[config.mk]
export PLATFORM = sky130hd
export DESIGN_NAME = counter_mod
export DESIGN_NICKNAME = d
export VERILOG_FILES = /design/src/rtl/counter_pkg.sv /design/src/rtl/counter_prescaler.sv /design/src/rtl/counter_mod.sv
export SDC_FILE = /design/constraint.sdc
export NUM_CORES = 1
export LEC_CHECK = 0
export ABC_AREA = 1
export CORE_AREA = 10 10 47 49
export CTS_BUF_LIST = sky130_fd_sc_hd__clkbuf_4
export DETAILED_ROUTE_END_ITERATION = 12
export DIE_AREA = 0 0 57 59
export PLACE_DENSITY_LB_ADDON = 0.05
export RECOVER_POWER = 100
export SLEW_MARGIN = 20
export SYNTH_ARGS = -nofsm -noshare
export SYNTH_HDL_FRONTEND = slang
export SYNTH_HIERARCHICAL = 1
export SYNTH_SLANG_ARGS = --single-unit
export TNS_END_PERCENT = 30
[constraint.sdc]
create_clock -name clock -period 1.9 [get_ports clock]
set_input_delay 0.19 -clock clock [delete_from_list [all_inputs] [get_ports clock]]
set_output_delay 0.19 -clock clock [all_outputs]
set_load 0.01 [all_outputs]
[src/rtl/counter_pkg.sv]
// Shared constants and sizing helper for the generic counter and its prescaler.
package counter_pkg;

  // End-of-range behaviour selector for the SATURATE parameter.
  localparam int CNT_WRAP = 0;
  localparam int CNT_SAT  = 1;

  // Values of the up_down input.
  localparam logic CNT_DOWN = 1'b0;
  localparam logic CNT_UP   = 1'b1;

  // Number of bits needed to hold 0..value-1, never less than one bit.
  function automatic int clog2(input longint unsigned value);
    int bits;
    bits = 1;
    for (int i = 1; i < 63; i++) begin
      if ((64'd1 << i) < value) begin
        bits = i + 1;
      end
    end
    return bits;
  endfunction

endpackage

[src/rtl/counter_prescaler.sv]
// Clock-enable prescaler: asserts tick on every PRESCALE-th enabled cycle.
// The phase only advances while enable is high, so pausing enable keeps the
// position within the current division period.
module counter_prescaler
  import counter_pkg::*;
#(
  parameter int PRESCALE = 1
) (
  input  logic clock,
  input  logic reset,
  input  logic enable,
  input  logic clear,
  output logic tick
);

  if (PRESCALE <= 1) begin : g_bypass
    // No division: every enabled cycle is a count step, so no state is kept.
    logic unused_ok;
    assign unused_ok = &{1'b0, clock, reset, enable, clear};
    assign tick = 1'b1;
  end else begin : g_divide
    localparam int                PW   = clog2(PRESCALE);
    localparam logic [PW-1:0]     LAST = PW'(PRESCALE - 1);

    logic [PW-1:0] phase_q;
    logic [PW-1:0] phase_d;

    // Next phase: clear restarts the period, enable advances it modulo PRESCALE.
    always_comb begin
      phase_d = phase_q;
      if (clear) begin
        phase_d = '0;
      end else if (enable) begin
        phase_d = (phase_q == LAST) ? '0 : phase_q + PW'(1);
      end
    end

    // Phase register, returned to the start of a period by reset.
    always_ff @(posedge clock or negedge reset) begin
      if (!reset) begin
        phase_q <= '0;
      end else begin
        phase_q <= phase_d;
      end
    end

    // Tick on the last enabled cycle of each period.
    assign tick = enable & (phase_q == LAST);
  end

endmodule

[src/rtl/counter_mod.sv]
// Generic modulo counter: up/down, clear/load, wrap or saturate at the range
// limits, optional prescaled clock enable, terminal-count pulse and a sticky
// overflow flag.
module counter_mod
  import counter_pkg::*;
#(
  parameter int     WIDTH    = 4,
  parameter longint MODULUS  = 16,
  parameter int     SATURATE = CNT_WRAP,
  parameter int     PRESCALE = 1
) (
  input  logic             clock,
  input  logic             reset,
  input  logic             enable,
  input  logic             up_down,
  input  logic             clear,
  input  logic             load,
  input  logic [WIDTH-1:0] load_value,
  input  logic             ovf_clear,
  output logic [WIDTH-1:0] counter_out,
  output logic             tc,
  output logic             overflow
);

  // Largest legal count; for MODULUS == 2**WIDTH this is all ones and the
  // wrap becomes the natural rollover.
  localparam logic [WIDTH-1:0] MAX_VAL = WIDTH'(MODULUS - 1);

  logic [WIDTH-1:0] count_q;
  logic [WIDTH-1:0] count_d;
  logic             tc_q;
  logic             tc_d;
  logic             overflow_q;
  logic             overflow_d;

  logic tick;
  logic step;
  logic at_max;
  logic at_min;

  counter_prescaler #(
    .PRESCALE (PRESCALE)
  ) u_prescaler (
    .clock  (clock),
    .reset  (reset),
    .enable (enable),
    .clear  (clear),
    .tick   (tick)
  );

  assign step   = enable & tick;
  assign at_max = (count_q == MAX_VAL);
  assign at_min = (count_q == '0);

  // Next count and terminal-count event; clear beats load, load beats a step.
  always_comb begin
    count_d = count_q;
    tc_d    = 1'b0;
    if (clear) begin
      count_d = '0;
    end else if (load) begin
      count_d = (load_value > MAX_VAL) ? MAX_VAL : load_value;
    end else if (step) begin
      case (up_down)
        CNT_UP: begin
          if (at_max) begin
            tc_d    = 1'b1;
            count_d = (SATURATE == CNT_WRAP) ? '0 : count_q;
          end else begin
            count_d = count_q + WIDTH'(1);
          end
        end
        CNT_DOWN: begin
          if (at_min) begin
            tc_d    = 1'b1;
            count_d = (SATURATE == CNT_WRAP) ? MAX_VAL : count_q;
          end else begin
            count_d = count_q - WIDTH'(1);
          end
        end
        default: count_d = count_q;
      endcase
    end
  end

  // Sticky overflow: a limit event wins over a simultaneous ovf_clear.
  always_comb begin
    overflow_d = overflow_q;
    if (tc_d) begin
      overflow_d = 1'b1;
    end else if (ovf_clear) begin
      overflow_d = 1'b0;
    end
  end

  // Count, terminal-count and overflow registers.
  always_ff @(posedge clock or negedge reset) begin
    if (!reset) begin
      count_q    <= '0;
      tc_q       <= 1'b0;
      overflow_q <= 1'b0;
    end else begin
      count_q    <= count_d;
      tc_q       <= tc_d;
      overflow_q <= overflow_d;
    end
  end

  assign counter_out = count_q;
  assign tc          = tc_q;
  assign overflow    = overflow_q;

endmodule
==> summary.txt, run 1 <==
Clock tree
  – # resized after CTS: 0
  – Clock latency on the worst-skew pair: 0.24 ns
  – CTS clk-pin slew, worst paths: 0.04 ns
  – CTS Buf Count: 3
  – CTS root buf: clkbuf_4
  – Clock Sinks: 6
  – Hold_buf cts: 0
  – Postcts setup bufs: 0
  – Max Buffers Root-to-Sink: 2
  – CTS tree: built
  – H-tree Lvls: 1

Global route
  – GR peak layer: met2
  – Initial antenna violation count: 0
  – Gr usage total: 6.86%
  – Global-route congestion overflow total: 0
  – Number of global-route vias before repair: 453
  – Met1 Track Usage GR: 8.31%
  – Met3 Track Usage GR: 1.72%
  – Grt met2 use: 10.2%
  – Pin count of the biggest net entering global routing: 10
  – First-pass GRT wire length: 1900 µm

Critical path
  – Max stage delay cell, worst path: dlygate4sd3_1
  – FF-to-FF End: counter_out[1]
  – Largest fanout on the critical path: 9
  – R2r startpoint: counter_out[0]
  – WP data required: 1.71 ns
  – CP cell instances: dlygate4sd3_1
  – Startpoint Class: register
  – Critical path type: register to output port
  – FF-to-FF setup slack: 0.35 ns
  – Top cell family by delay on the critical path: buffers and inverters
  – CP max stage delay: 0.66 ns
  – WP buf/inv: 1
  – Worst Setup End Kind: output port
  – CP arrival: 1.42 ns
  – Worst R2R Path Depth: 6

Pwr
  – Internal power: 272 µW
  – Leakage power: 0.346 nW
  – Combinational cell fraction of total power: 31.2%
  – Share of power burned in registers: 40.1%
  – Switching power total: 122 µW
  – Total power: 393 µW
  – Clock group share of total power: 28.6%
  – Worst IR Drop VDD: 208 µV
  – Pwr Density: 608 nW/µm²
  – Switching part of the total power: 30.9%

Drt
  – Drt total wl: 1170 µm
  – Via density: 4.52
  – Avg WL per Cell: 11.4 µm
  – Routed via count: 461
  – DR iter-0 viols: 7
  – Post-route ant nets: 0
  – 1st-pass router iterations: 4
  – DR DRC count: 0

Floorplanning
  – Core Area: 1400 µm²
  – Initial Util: 32.6%
  – Die height: 59 µm
  – Die area: 3360 µm²
  – Num ports: 17
  – Width of the die: 57 µm
  – FP Rows: 14

Flow run
  – Max Cap Viol: 0

Synthesis
  – Top cells by area, synth: dfrtp_1, nand2_1, ha_1
  – Area leader, netlist: dfrtp_1
  – Synth top area share: 32.9%
  – Synth Cell Area: 457 µm²
  – Post-Syn Instances: 69
  – Synthesized area per cell: 6.62 µm²
  – Warnings from Yosys: 6
  – Register bit count reported by yosys: 6
  – Syn nets: 83
  – Sequential fraction of the synthesis area: 32.9%
  – Unique masters post-synth: 19

Hold path
  – HP Class: input port to asynchronous set/reset pin

Cells and area
  – Finished layout cell area: 647 µm²
  – # diodes: 0
  – Area growth syn-to-layout: 41.6%
  – Layout cell share with drive strength beyond 1: 8.14%
  – Fin nets: 102
  – Finished Layout Cells: 102

Timing
  – Post-layout min period: 1.61 ns
  – RSZ-0062 raised after global routing: false
  – Worst clock skew: 0.00184 ns
  – Crit share post-route: 84.9%
  – Fin. max-slew vios: 0
  – Final setup fails: 0
  – F_max: 620 MHz
  – Fin Setup TNS: 0 ns
  – Final Hold Fails: 0

Place
  – Port buffer count: 16
  – Detailed Place HPWL: 969 µm
  – Placed Area: 624 µm²
  – Routability cong.: 0.832
  – DP Cell Count: 99

Outcome
  – Status: finished, final reports clean
worst reg2reg max path: cells and delay by family (launching register included):
kind,cells,cell delay (ns)
AOI/OAI and AO/OA,2,0.21
buffers and inverters,1,0.15
and+or+nand+nor,2,0.33
DFF,1,0.45
adders and majority gates,1,0.32
cells by family after synthesis:
family	count (synthesis)	share of synthesized area (%)
AO/OA/AOI/OAI	8	9.31
XOR/XNOR	1	1.92
adder cells (fa/ha/maj)	3	8.22
buffers and inverters	12	11.0
flip-flops	6	32.9
other	1	0.821
AND/OR/NAND/NOR	38	35.9
how the worst max path moves through the flow:
stage | start | end | cells past startpoint
floorplan | counter_out[0] | counter_out[1] | 6
global placement | counter_out[0] | counter_out[1] | 6
finish | counter_out[2] | counter_out[2] | 1
global route | counter_out[0] | counter_out[1] | 6
detailed placement | counter_out[0] | counter_out[1] | 6
CTS | counter_out[2] | counter_out[2] | 1
area by class of cell:
class	count	area [µm²]
Timing Repair Buffer	16	160
Inverter	10	37.5
Fill cell	160	754
Multi-Input combinational cell	51	256
Tap cell	16	20.0
Clock buffer	3	22.5
Sequential cell	6	150
routing by layer:
metal	vias up	wire length, µm
li1	248	-
met1	205	530
met2	8	584
met3	0	50
met4	0	0
met5	-	0
through the flow:
| step | setup slack, ns | hold WS (ns) | utilization [%] |
|---|---|---|---|
| finish | 0.287 | 0.259 | 46.2 |
| global placement | 0.322 | 0.453 | 44.6 |
| global route | 0.220 | 0.282 | 46.2 |
| detailed placement | 0.366 | 0.450 | 44.6 |
| floorplan | 0.480 | -0.106 | - |
| CTS | 0.329 | 0.187 | 46.2 |
sequential cells by signal (all words and copies together) (netlist names):
name	count
overflow	1
tc	1
counter_out	4
synth_stat cells (all sizes together):
master and count:
dfrtp 6, nand2 19, nor2 9, nand3 6
xor2 1, nand4 1, buf 2, o21ai 5
inv 10, a21oi 1, ha 3, conb 1
or2 2, nor3 1, o22ai 2
cells in the final DEF, fill, tap and decap left out, drive strengths merged:
master / synthesis / final
dlygate4sd3: 0 / 8
nor3: 1 / 1
inv: 10 / 10
nand2: 19 / 19
a21oi: 1 / 1
conb: 1 / 1
or2: 2 / 2
xor2: 1 / 1
dfrtp: 6 / 6
clkbuf: 0 / 3
o21ai: 5 / 5
clkdlybuf4s50: 0 / 8
nand4: 1 / 1
nand3: 6 / 6
ha: 3 / 3
nor2: 9 / 9
o22ai: 2 / 2
power by group through the flow:
stage	logic, mW	clock network (mW)	registers [mW]
6_report	0.123	0.113	0.158
5_1_grt	0.142	0.125	0.160
4_1_cts	0.129	0.119	0.157
3_5_place_dp	0.129	0	0.159
3_3_place_gp	0.130	0	0.159
2_1_floorplan	0.0727	0	0.155
(Power assumes the default switching activity.)
==> inputs of run 2 (changes only) <==
Clock period 1.9 ns to 1.7 ns, I/O delays scaled along.
==> run 2 against run 1 <==
  * Setup slack worse by 0.16 ns
  * Sequential share of layout area stayed put
  * Register-to-register slack got worse by 0.18 ns
  * Flip-flop and latch count stayed put
  * Die area is the same
  * Total power up 11%
  * Combinational power grew 12%
  * Largest power group unchanged
  * Sequential power up 11%
  * Critical path type unchanged
  * Final cell count is the same
  * Critical path depth is the same
  * Count of clock-buffer cells in the layout unchanged
==> summary.txt, run 2 (synthesis results as in run 1) <==
Pwr
  – Leakage power: 0.346 nW (unchanged)
  – Total power: 436 µW (+11%)
  – Worst IR Drop VDD: 263 µV (+27%)
  – Pwr Density: 674 nW/µm² (+11%)

Clock tree
  – CTS tree: built
  – CTS root buf: clkbuf_4
  – Max Buffers Root-to-Sink: 2 (unchanged)
  – H-tree Lvls: 1 (unchanged)
  – Postcts setup bufs: 0 (unchanged)
  – Clock latency on the worst-skew pair: 0.23 ns (about the same)
  – # resized after CTS: 0 (unchanged)
  – CTS clk-pin slew, worst paths: 0.04 ns (about the same)
  – Clock Sinks: 6 (unchanged)
  – Hold_buf cts: 0 (unchanged)
  – CTS Buf Count: 3 (unchanged)

Global route
  – First-pass GRT wire length: 1830 µm (-3.6%)
  – Global-route congestion overflow total: 0 (unchanged)
  – Gr usage total: 6.60% (-0.27 points)
  – Grt met2 use: 10.5% (+0.31 points)
  – Initial antenna violation count: 0 (unchanged)
  – GR peak layer: met2
  – Met1 Track Usage GR: 7.33% (-0.98 points)
  – Number of global-route vias before repair: 434 (-4.2%)
  – Pin count of the biggest net entering global routing: 10 (unchanged)
  – Met3 Track Usage GR: 3.00% (+1.3 points)

Hold path
  – HP Class: input port to asynchronous set/reset pin

Timing
  – Final Hold Fails: 0 (unchanged)
  – F_max: 635 MHz
  – Crit share post-route: 92.7%
  – Fin. max-slew vios: 0 (unchanged)
  – Post-layout min period: 1.58 ns
  – Final setup fails: 0 (unchanged)
  – RSZ-0062 raised after global routing: false
  – Fin Setup TNS: 0 ns (unchanged)
  – Worst clock skew: 0.00254 ns (+0.000697 ns)

Outcome
  – Status: finished, final reports clean

Cells and area
  – Max reg flops: 4 (unchanged)
  – Finished Layout Cells: 102 (unchanged)
  – Multi-input gate area: 256 µm² (unchanged)
  – Register Area: 150 µm² (unchanged)
  – Fill count: 151 (-5.6%)
  – Layout cell share with drive strength beyond 1: 8.14% (unchanged)
  – Most frequent cells in the layout: nand2_1, inv_1, nor2_1
  – Fin nets: 102 (unchanged)
  – Area growth syn-to-layout: 41.6% (unchanged)
  – # diodes: 0 (unchanged)
  – Final Core Density: 46.2% (unchanged)
  – Commonest non-fill, non-tap cell in the layout: nand2_1

Floorplanning
  – Die height: 59 µm (unchanged)
  – FP Rows: 14 (unchanged)
  – Die area: 3360 µm² (unchanged)
  – Num ports: 17 (unchanged)
  – Initial Util: 32.6% (unchanged)
  – Core Area: 1400 µm² (unchanged)
  – Width of the die: 57 µm (unchanged)

Critical path
  – CP cell instances: dlygate4sd3_1
  – WP buf/inv: 1 (unchanged)
  – CP arrival: 1.41 ns (about the same)
  – Worst Setup End Kind: output port
  – Top cell family by delay on the critical path: buffers and inverters
  – WP data required: 1.53 ns (-0.18 ns)
  – Largest fanout on the critical path: 9 (unchanged)
  – Max stage delay cell, worst path: dlygate4sd3_1
  – Startpoint Class: register
  – CP max stage delay: 0.66 ns (about the same)
  – Critical path type: register to output port

Drt
  – Routed via count: 469 (+1.7%)
  – Post-route ant nets: 0 (unchanged)
  – 1st-pass router iterations: 4 (unchanged)
  – DR iter-0 viols: 6 (-1)
  – Avg WL per Cell: 11.0 µm (-3.3%)
  – DR DRC count: 0 (unchanged)
  – Drt total wl: 1130 µm (-3.3%)
  – Via density: 4.60 (+1.7%)

Flow run
  – Max Cap Viol: 0 (unchanged)

Place
  – Routability cong.: 0.832 (unchanged)
  – Detailed Place HPWL: 948 µm (-2.1%)
  – Port buffer count: 16 (unchanged)
  – DP Cell Count: 99 (unchanged)
-- run 2: cell counts in the layout (fill, tap and decap cells not counted) --
No cell type changed its count.
-- run 2: worst paths after layout --
check	startpoint	end	slack, ns	depth (start not counted)
max	counter_out[2]	counter_out[2]	0.12	1
min	reset	tc	0.25	1
max reg2reg	counter_out[0]	counter_out[1]	0.17	6
min reg2reg	overflow	overflow	0.52	2
max in group asynchronous	reset	counter_out[3]	1.24	1
min in group clock	ovf_clear	overflow	0.51	2
-- run 2: area by class of cell --
| cell class | instances | share of cell area (%) |
|---|---|---|
| well taps | 16 | 3.09 |
| clock buffers | 3 | 3.48 |
| inverters | 10 | 5.80 |
| repair buffers | 16 | 24.8 |
| multi-input cells | 51 | 39.7 |
| flip-flops and latches | 6 | 23.2 |
-- run 2: report_power, final --
part / switching (mW) / internal [mW] / leakage, nW
Sequential: 0.0204 / 0.155 / 0.0790
Clock: 0.0431 / 0.0793 / 0.0138
Combinational: 0.0689 / 0.0695 / 0.254
-- run 2: routing by layer --
| layer | vias to the layer above | wire length, µm |
|---|---|---|
| li1 | 249 | - |
| met1 | 212 | 528 |
| met3 | 0 | 50 |
| met5 | - | 0 |
| met2 | 8 | 547 |
| met4 | 0 | 0 |
-- run 2: per-stage QoR --
stage	cell area, µm²	hold slack [ns]	setup slack (ns)
2_1_floorplan	457	-0.126	0.280
3_3_place_gp	624	0.433	0.122
3_5_place_dp	624	0.428	0.175
4_1_cts	647	0.176	0.160
5_1_grt	647	0.264	0.0620
6_report	647	0.246	0.124
==> inputs of run 3 (changes only) <==
Settings changed: CAP_MARGIN from default to 20.
==> results of run 3 <==
Final layout, timing and power as in run 2 (identical DEF).
